**config.mk**
```make
export PLATFORM = sky130hd
export DESIGN_NAME = reg_write_arbiter
export DESIGN_NICKNAME = d
export VERILOG_FILES = /design/src/rtl/reg_write_arbiter.sv
export SDC_FILE = /design/constraint.sdc
export NUM_CORES = 1
export LEC_CHECK = 0
export CAP_MARGIN = 40
export CORE_MARGIN = 10
export CORE_UTILIZATION = 45
export CTS_BUF_LIST = sky130_fd_sc_hd__clkbuf_4 sky130_fd_sc_hd__clkbuf_8 sky130_fd_sc_hd__clkbuf_16
export DETAILED_ROUTE_END_ITERATION = 16
export GPL_ROUTABILITY_DRIVEN = 0
export HOLD_SLACK_MARGIN = 0.05
export PLACE_DENSITY = 0.82
export RECOVER_POWER = 50
export SETUP_SLACK_MARGIN = 0.3
export SYNTH_ARGS = -nofsm -noshare
export SYNTH_HDL_FRONTEND = slang
export SYNTH_SLANG_ARGS = --single-unit
```
**constraint.sdc**
```tcl
create_clock -name clk -period 3.8 [get_ports clk]
set_input_delay 0.38 -clock clk [delete_from_list [all_inputs] [get_ports clk]]
set_output_delay 0.38 -clock clk [all_outputs]
set_load 0.1 [all_outputs]
```
**src/rtl/reg_write_arbiter.sv**
```systemverilog
// Round-robin arbiter granting NUM_REQ requesters single-cycle write access
// to one shared enable-register, with a programmable idle gap between writes.
module reg_write_arbiter #(
    parameter int unsigned NUM_REQ     = 4,
    parameter int unsigned WIDTH       = 4,
    parameter int unsigned HOLD_CYCLES = 1,
    localparam int unsigned IDW        = (NUM_REQ > 1) ? $clog2(NUM_REQ) : 1
) (
    input  logic                     clk,
    input  logic                     reset,
    input  logic [NUM_REQ-1:0]       req,
    input  logic [NUM_REQ*WIDTH-1:0] wdata,
    output logic [NUM_REQ-1:0]       gnt,
    output logic                     reg_en,
    output logic [WIDTH-1:0]         reg_data,
    output logic [IDW-1:0]           last_id,
    output logic                     busy
);

    localparam int unsigned HCW = (HOLD_CYCLES > 1) ? $clog2(HOLD_CYCLES) : 1;

    typedef enum logic [1:0] {
        S_IDLE,
        S_WRITE,
        S_HOLD
    } state_t;

    state_t             r_state, w_state_nxt;
    logic [NUM_REQ-1:0] r_gnt, w_gnt_nxt;
    logic               r_reg_en, w_en_nxt;
    logic [WIDTH-1:0]   r_reg_data, w_data_nxt;
    logic [IDW-1:0]     r_last_id, w_last_nxt;
    logic               r_busy, w_busy_nxt;
    logic [IDW-1:0]     r_rr_ptr, w_ptr_nxt;
    logic [HCW-1:0]     r_hold_cnt, w_hold_nxt;

    logic               w_found;
    logic [IDW-1:0]     w_win;

    function automatic logic [IDW-1:0] wrap_idx(input int unsigned base, input int unsigned ofs);
        int unsigned s;
        s = base + ofs;
        if (s >= NUM_REQ) s = s - NUM_REQ;
        return IDW'(s);
    endfunction

    // First requester at or after the round-robin pointer, wrapping once.
    always_comb begin
        w_found = 1'b0;
        w_win   = '0;
        for (int unsigned k = 0; k < NUM_REQ; k++) begin
            if (!w_found && req[wrap_idx(32'(r_rr_ptr), k)]) begin
                w_found = 1'b1;
                w_win   = wrap_idx(32'(r_rr_ptr), k);
            end
        end
    end

    always_comb begin
        w_state_nxt = r_state;
        w_gnt_nxt   = '0;
        w_en_nxt    = 1'b0;
        w_data_nxt  = r_reg_data;
        w_last_nxt  = r_last_id;
        w_busy_nxt  = r_busy;
        w_ptr_nxt   = r_rr_ptr;
        w_hold_nxt  = r_hold_cnt;
        case (r_state)
            S_IDLE: begin
                w_busy_nxt = 1'b0;
                if (w_found) begin
                    w_gnt_nxt[w_win] = 1'b1;
                    w_en_nxt         = 1'b1;
                    w_data_nxt       = wdata[32'(w_win)*WIDTH +: WIDTH];
                    w_last_nxt       = w_win;
                    w_busy_nxt       = 1'b1;
                    w_state_nxt      = S_WRITE;
                end
            end
            S_WRITE: begin
                w_ptr_nxt = wrap_idx(32'(r_last_id), 1);
                if (HOLD_CYCLES > 0) begin
                    w_state_nxt = S_HOLD;
                    w_hold_nxt  = HCW'(HOLD_CYCLES - 1);
                    w_busy_nxt  = 1'b1;
                end else begin
                    w_state_nxt = S_IDLE;
                    w_busy_nxt  = 1'b0;
                end
            end
            S_HOLD: begin
                w_busy_nxt = 1'b1;
                if (r_hold_cnt == '0) begin
                    w_state_nxt = S_IDLE;
                    w_busy_nxt  = 1'b0;
                end else begin
                    w_hold_nxt = r_hold_cnt - 1'b1;
                end
            end
            default: begin
                w_state_nxt = S_IDLE;
                w_busy_nxt  = 1'b0;
            end
        endcase
    end

    always_ff @(posedge clk or negedge reset) begin
        if (!reset) begin
            r_state    <= S_IDLE;
            r_gnt      <= '0;
            r_reg_en   <= 1'b0;
            r_reg_data <= '0;
            r_last_id  <= '0;
            r_busy     <= 1'b0;
            r_rr_ptr   <= '0;
            r_hold_cnt <= '0;
        end else begin
            r_state    <= w_state_nxt;
            r_gnt      <= w_gnt_nxt;
            r_reg_en   <= w_en_nxt;
            r_reg_data <= w_data_nxt;
            r_last_id  <= w_last_nxt;
            r_busy     <= w_busy_nxt;
            r_rr_ptr   <= w_ptr_nxt;
            r_hold_cnt <= w_hold_nxt;
        end
    end

    assign gnt      = r_gnt;
    assign reg_en   = r_reg_en;
    assign reg_data = r_reg_data;
    assign last_id  = r_last_id;
    assign busy     = r_busy;

endmodule

```
**After elaboration in Yosys (flattened, before gate mapping)**

Index checks and enable logic that the tools add are counted.

- Bits in registers: 17
- Bits of input ports: 22
- Output and inout bits: 12
- Word-level logic and storage cells: 79

- $add $sub $neg: 10
- $lt $le $gt $ge: 11
- Eq/ne operators: 4
- Shift-type cells: 1
- Mux-type cells: 34
- Reductions and logical operators: 11

Operators by type and width:

| kind | number |
|---|---|
| 2-bit 2-to-1 mux | 11 |
| 16-bit by 5-bit variable part select with 4-bit output | 1 |
| 2-bit by 3-bit < comparator with 1-bit output (second input constant) | 5 |
| 1-bit 2-to-1 mux | 13 |
| 3-bit >= comparator (second input constant) | 4 |
| 2-bit by 1-bit subtractor with 2-bit output (second input constant) | 5 |
| 1-bit binary-select mux with 2-bit select | 4 |
| 4-bit 2-to-1 mux | 2 |
| 2-bit by 1-bit adder with 3-bit output (second input constant) | 2 |
| 2-bit by 2-bit adder with 3-bit output (second input constant) | 2 |
| 2-bit one-hot mux with 3 select lines | 1 |
| 1-bit logical AND | 4 |
| 2-bit != test (second input constant) | 2 |
| 2-bit AND reduction | 2 |
| 2-bit by 3-bit >= comparator with 1-bit output (second input constant) | 1 |
| 1-bit logical NOT | 3 |
| 1-bit one-hot mux with 3 select lines | 1 |
| 1-bit demux with 2-bit select | 1 |
| 2-bit by 1-bit equality test with 1-bit output (second input constant) | 1 |
| 2-bit equality test (second input constant) | 1 |
| 2-bit by 1-bit >= comparator with 1-bit output (second input constant) | 1 |
| 2-bit logical NOT | 1 |
| 1-bit one-hot mux with 2 select lines | 1 |
| 2-bit nonzero test | 1 |
| 1-bit subtractor (second input constant) | 1 |

**Logic depth before layout (Yosys ltp)**

Gate-level depths: netlist of the first run.

- Word-level depth: 20
- Depth in mapped cells: 6
- Gate-level depth less buffers: 5

**Worst setup path after synthesis of the first run**

Ideal clock, no wire load.

- Path type: input to register
- From: in req[2]
- To: reg r_reg_data[0] (netlist: reg_data[0])
- Library setup time: 0.129 ns
- Arrival: 1.461 ns
- Required time: 3.671 ns
- Path slack: 2.210 ns
- Cell stages on the path: 6
- Path buffers: 1
- Cells stage by stage: nor2b_2 a21boi_1 o32a_1 buf_6 a221oi_1 o31ai_1

- Word-level cells in the longest chain between the ends: 13
- Elaborated cells between the ends (all ways): 24
- Those cells by class: shift (1); mux (16); reduce/logical (7)

RTL lines:

| element | line | text |
|---|---|---|
| start, declared | 11 | `input logic [NUM_REQ-1:0] req,` |
| 1-bit binary-select mux with 2-bit select | 52 | `if (!w_found && req[wrap_idx(32'(r_rr_ptr), k)]) begin` |
| 1-bit 2-to-1 mux (not written as such) | 52 |  |
| 1-bit 2-to-1 mux | 52 |  |
| 1-bit logical NOT | 52 |  |
| 1-bit logical AND | 52 |  |
| 1-bit 2-to-1 mux | 52 |  |
| 1-bit logical NOT | 52 |  |
| 1-bit logical AND | 52 |  |
| 1-bit 2-to-1 mux | 52 |  |
| 1-bit logical NOT | 52 |  |
| 1-bit logical AND | 52 |  |
| 2-bit 2-to-1 mux / 1-bit 2-to-1 mux (equally long branches) | 52 |  |
| 16-bit by 5-bit variable part select with 4-bit output / 2-bit AND reduction (equally long branches) | - |  |
| end signal, assigned | 121 | `r_reg_data <= w_data_nxt;` |
| end, declared | 31 | `logic [WIDTH-1:0] r_reg_data, w_data_nxt;` |

Several ways; a longest one is shown, not always the timed one. The select of a mux whose other input is x is not followed.
A chain may end at the register's enable or synchronous reset.

**Final worst setup path of the first run**

- From: in req[1]
- To: reg r_reg_data[3] (netlist: reg_data[3])

The elaborated chain is that of the path after synthesis.

==> run summary, run 1 <==
largest net degree at the start of global routing: 17
number of global-route vias before repair: 885
Final setup viols: 0
Synthesized Nets: 107
pins over their slew limit: 0
Setup Crit Path Kind: in -> reg
hold path endpoint: reg_data[1]
Post-Route WL: 2720 microns
Largest delay share family, worst path: simple AND/OR/NAND/NOR gates
status: finished, final reports clean
Worst-Margin Slew: 687 ps
dpl cell area: 1380 sq um
final setup margin: 1720 ps
Hold Path Depth: 2
via count: 857
Final Hold Viols: 0
Post-CTS Hold Buffers: 0
Critical Path, Cell by Cell: dlygate4sd3_1, nor2_2, nor4b_4, nor2_2, a221oi_1, o31ai_1
Worst setup EP type: flop
Synth cell types: 32
CP max stage cell: dlygate4sd3_1
diode count: 0
slowest stage delay, CP: 630 ps
Die ar.: 4070 sq um
initial antenna violation count: 0
Inserted Clock Buffers: 3
post-synthesis sequential area ratio: 0.463
Pwr Density: 1030 nW/um^2
clock period minus worst slack: 2080 ps
min-delay worst type: reg -> reg
remaining antenna violation count after routing: 0
# resized after CTS: 0
Post-CTS Setup Repair Bufs: 0
peak supply drop: 0.751 mV
WP data arrival: 2250 ps
share of post-route cells with drive strength above 1: 0.185
drt first pass iters: 4
TNS Setup: 0 ps
main flop type after synthesis: dfrtp_1
Die Ht: 63.8 microns
Worst path most repeated cell: nor2_2
Hold Crit Start: reg_data[1]
commonest non-fill, non-tap cells in the layout: clkdlybuf4s50_1, dfrtp_1, buf_8
port bufs: 33
row count: 15
Iteration-0 DRC Markers: 34
CTS root buf: clkbuf_4
WP buf/inv: 1
gr ovfl total: 0
pre-CTS setup slack: 1560 ps
fmax: 481 MHz
Synth Instances: 85
reg2reg end: reg_data[3]
first-pass GRT wire length: 4510 microns
Worst-Skew Late Latency: 290 ps
drc violations: 0
CTS tree: yes
WP data required: 3970 ps
most common cell after layout, fill and taps aside: clkdlybuf4s50_1
leak pwr: 0.000618 uW
hold_ws: 512 ps
I/O pin cnt: 34
WP depth: 6
CP Launch Type: input port
final cycle utilization of the critical path: 0.547
H-Tree Depth: 1
Syn Area/Cell: 10.2 sq um
die width: 63.8 microns
Post-synth EDFFs: 0
Global Route Usage Sum: 0.138
hpwl dp: 2100 microns
Reg-to-Reg Start: r_rr_ptr[0]
fin nets: 153
Yosys reg bits: 16
RSZ-0062 raised after global routing: false
Worst-path clk slew: 100 ps
share of flip-flops with an asynchronous set or reset: 1.00
clk buf depth: 2
reg2reg setup slack: 2070 ps
Tot Pwr: 1460 uW
DR vias/cell: 5.53
max-cap check violation count: 0
core area: 1780 sq um
Synth Warn #: 0
CTS Sinks: 16
worst-path fanout max: 8
post-route cell area: 1420 sq um
Mapped Area: 865 sq um
Layout area overhead: 64.1%
Routed wire per std cell: 17.6 microns
depth of the most critical reg-to-reg path: 5
worst relative slew slack: 0.541
Initial Util: 0.485
Worst Skew: 5.33 ps
-- cell usage after synthesis, types with 3 or more instances --
cell type / n / area, sq um
and3_1: 5 / 31.3
nor2b_1: 5 / 31.3
inv_1: 3 / 11.3
o31ai_1: 4 / 30.0
o21ai_0: 5 / 25.0
nor4_1: 3 / 18.8
nand3_1: 4 / 20.0
dfrtp_1: 16 / 400
nand2_1: 11 / 41.3
-- state kept, by name (all words and copies together) (netlist names) --
| register | cells |
|---|---|
| gnt | 4 |
| reg_en | 1 |
| last_id | 2 |
| r_state | 2 |
| r_rr_ptr | 2 |
| reg_data | 4 |
| busy | 1 |
-- per-stage QoR --
step,instances,util
after detailed placement,151,0.775
after global placement,139,0.674
final,155,0.796
after CTS,155,0.796
after floorplan,85,-
after global routing,155,0.796
-- power breakdown --
part	internal [uW]	switching (uW)	total [uW]
registers	248	63.3	311
logic	371	658	1030
clock network	58.4	56.5	115
-- area by class of cell --
cell class	count	area, sq um
fillers	104	364
flip-flops and latches	16	400
clock buffers	4	36.3
inverters	3	11.3
well taps	25	31.3
multi-input cells	62	429
repair buffers	45	510
-- worst max path at each step --
stage | from | endpoint | slack [ps]
after floorplan | req[2] | reg_data[0] | 2210
after global placement | req[1] | reg_data[0] | 1620
after detailed placement | req[1] | reg_data[0] | 1560
after CTS | req[1] | reg_data[3] | 1780
after global routing | req[1] | reg_data[0] | 1600
final | req[1] | reg_data[3] | 1720
-- logic make-up after synthesis --
logic type	share of synthesized area
and+or+nand+nor	0.318
xor gates and xnor gates	0.0101
AOI/OAI and AO/OA	0.168
buffers and inverters	0.0405
DFF	0.463
-- tightest hold or removal path, stage by stage, from the launching register on --
cell and delay [ps]:
dfrtp_1 370, nand2_1 50, o31ai_1 60
-- routing by layer --
layer	vias to the layer above	part of all wire	track usage
met1	419	0.41	0.156
met3	4	0.068	0.0418
met2	34	0.51	0.235
met5	-	0	0
met4	0	0.015	0.0546
li1	400	-	-
Note: power is estimated with default switching activity, not from simulation.
==> run 2: changes to the inputs <==
--- a/config.mk
+++ b/config.mk
@@ -7,12 +7,12 @@
 export LEC_CHECK = 0
 export CAP_MARGIN = 40
 export CORE_MARGIN = 10
-export CORE_UTILIZATION = 45
+export CORE_UTILIZATION = 38
 export CTS_BUF_LIST = sky130_fd_sc_hd__clkbuf_4 sky130_fd_sc_hd__clkbuf_8 sky130_fd_sc_hd__clkbuf_16
 export DETAILED_ROUTE_END_ITERATION = 16
 export GPL_ROUTABILITY_DRIVEN = 0
 export HOLD_SLACK_MARGIN = 0.05
-export PLACE_DENSITY = 0.82
+export PLACE_DENSITY = 0.74
 export RECOVER_POWER = 50
 export SETUP_SLACK_MARGIN = 0.3
 export SYNTH_ARGS = -nofsm -noshare
==> constraint.sdc (replaced) <==
create_clock -name clk -period 1.9 [get_ports clk]
set_input_delay 0.19 -clock clk [delete_from_list [all_inputs] [get_ports clk]]
set_output_delay 0.19 -clock clk [all_outputs]
set_load 0.1 [all_outputs]
==> run summary, run 2 (synthesis results as in run 1) <==
drc violations: 0
WP data arrival: 1720 ps
core area: 2190 sq um
final cycle utilization of the critical path: 0.805
Layout area overhead: 56.0%
leak pwr: 0.000632 uW
worst-path fanout max: 4
drt first pass iters: 4
CP Launch Type: flop
post-route cell area: 1350 sq um
Critical Path, Cell by Cell: nor2b_4, or4b_1, nand3_1, and3_1, o31ai_2
pins over their slew limit: 0
switching share of power: 0.573
Final Hold Viols: 0
DR vias/cell: 5.23
reg2reg end: reg_data[3]
CTS Sinks: 16
Inserted Clock Buffers: 3
clock period minus worst slack: 1530 ps
Routed wire per std cell: 17.2 microns
WP data required: 2090 ps
diode count: 0
Pwr Density: 1990 nW/um^2
Worst-Skew Late Latency: 300 ps
H-Tree Depth: 1
commonest non-fill, non-tap cells in the layout: buf_4, clkdlybuf4s50_1, dfrtp_1
depth of the most critical reg-to-reg path: 5
initial antenna violation count: 0
number of global-route vias before repair: 867
min-delay worst type: in -> async
Initial Util: 0.395
most common cell after layout, fill and taps aside: buf_4
RSZ-0062 raised after global routing: false
share of post-route cells with drive strength above 1: 0.364
WP buf/inv: 0
Final setup viols: 0
internal power: 1150 uW
fin nets: 152
worst relative slew slack: 0.496
clk buf depth: 2
slowest stage delay, CP: 570 ps
max-cap check violation count: 0
Setup Crit Path Kind: reg -> reg
largest net degree at the start of global routing: 17
reg2reg setup slack: 370 ps
row count: 17
CP max stage cell: or4b_1
fmax: 654 MHz
CTS root buf: clkbuf_4
Worst-path clk slew: 100 ps
Tot Pwr: 2680 uW
die width: 67.7 microns
Largest delay share family, worst path: simple AND/OR/NAND/NOR gates
Global Route Usage Sum: 0.120
via count: 821
Worst-Margin Slew: 753 ps
remaining antenna violation count after routing: 0
Post-CTS Hold Buffers: 0
dpl cell area: 1240 sq um
peak supply drop: 1.63 mV
multi-input logic area: 489 sq um
Filler cells: 199
port bufs: 33
hpwl dp: 1950 microns
status: finished, final reports clean
Post-Route WL: 2700 microns
Flop pwr share: 0.239
Die ar.: 4580 sq um
Worst setup EP type: flop
Iteration-0 DRC Markers: 20
Worst Skew: 10.2 ps
switching power: 1540 uW
Comb pwr share: 0.676
Reg-to-Reg Start: r_rr_ptr[0]
gr ovfl total: 0
Die Ht: 67.7 microns
I/O pin cnt: 34
first-pass GRT wire length: 4180 microns
Sequential Area: 403 sq um
clock share of power: 0.085
CTS tree: yes
run 2: cell count changes in the layout (fill, tap and decap cells not counted), moves of 3 or more:
cell,previous run,this run
nor2b_1,5,2
o31ai_1,4,1
dlygate4sd2_1,0,3
buf_4,0,20
clkbuf_2,0,3
o31ai_2,1,4
buf_8,12,0
clkdlybuf4s50_1,31,16
run 2: layout make-up:
class	instances	share of cell area
multi-input combinational	62	0.363
sequential	16	0.299
timing repair buffer	44	0.277
clock buffer	4	0.0269
tap	28	0.0260
inverter	3	0.00835
run 2: worst max-delay path by stage:
stage	slack, ps	end	from	cells after the start
after floorplan	380	reg_data[0]	r_rr_ptr[1]	5
after global placement	-50	reg_data[0]	req[3]	6
after detailed placement	-110	reg_data[0]	req[3]	6
after CTS	320	reg_data[0]	req[0]	7
after global routing	300	reg_data[1]	r_rr_ptr[0]	6
final	370	reg_data[3]	r_rr_ptr[0]	5
run 2: metal layers:
layer,wire (microns),GRT usage,up-vias
li1,-,-,402
met4,55,0.0538,0
met2,1150,0.182,35
met5,0,0,-
met1,1270,0.153,378
met3,224,0.0380,6
run 2: timing repair:
item / CTS / global route
cloned: 0 / 0
pin swaps: 2 / 1
resized for setup: 12 / 8
setup buffers: 2 / 0
endpoints found under the setup margin: 6 / 6
run 2: power groups by stage:
stage | combinational [uW] | clock, uW | sequential (uW)
after global routing | 1920 | 249 | 665
after CTS | 1790 | 230 | 628
final | 1810 | 227 | 641
after global placement | 1710 | 0 | 614
after floorplan | 525 | 0 | 1390
after detailed placement | 1730 | 0 | 627
run 2: through the flow:
step | setup TNS, ps | setup WS (ps) | hold WS [ps] | utilization | instances
final | 0 | 370 | 393 | 0.616 | 157
after global routing | 0 | 297 | 429 | 0.616 | 157
after CTS | 0 | 319 | 332 | 0.605 | 157
after detailed placement | -401 | -110 | 476 | 0.568 | 151
after global placement | -100 | -45.5 | 465 | 0.568 | 151
after floorplan | 0 | 380 | -106 | - | 85
run 2: worst reg2reg max path, stage by stage, from the launching register on:
cell and delay, ps:
dfrtp_2 430, nor2b_4 70, or4b_1 570, nand3_1 110, and3_1 180, o31ai_2 60
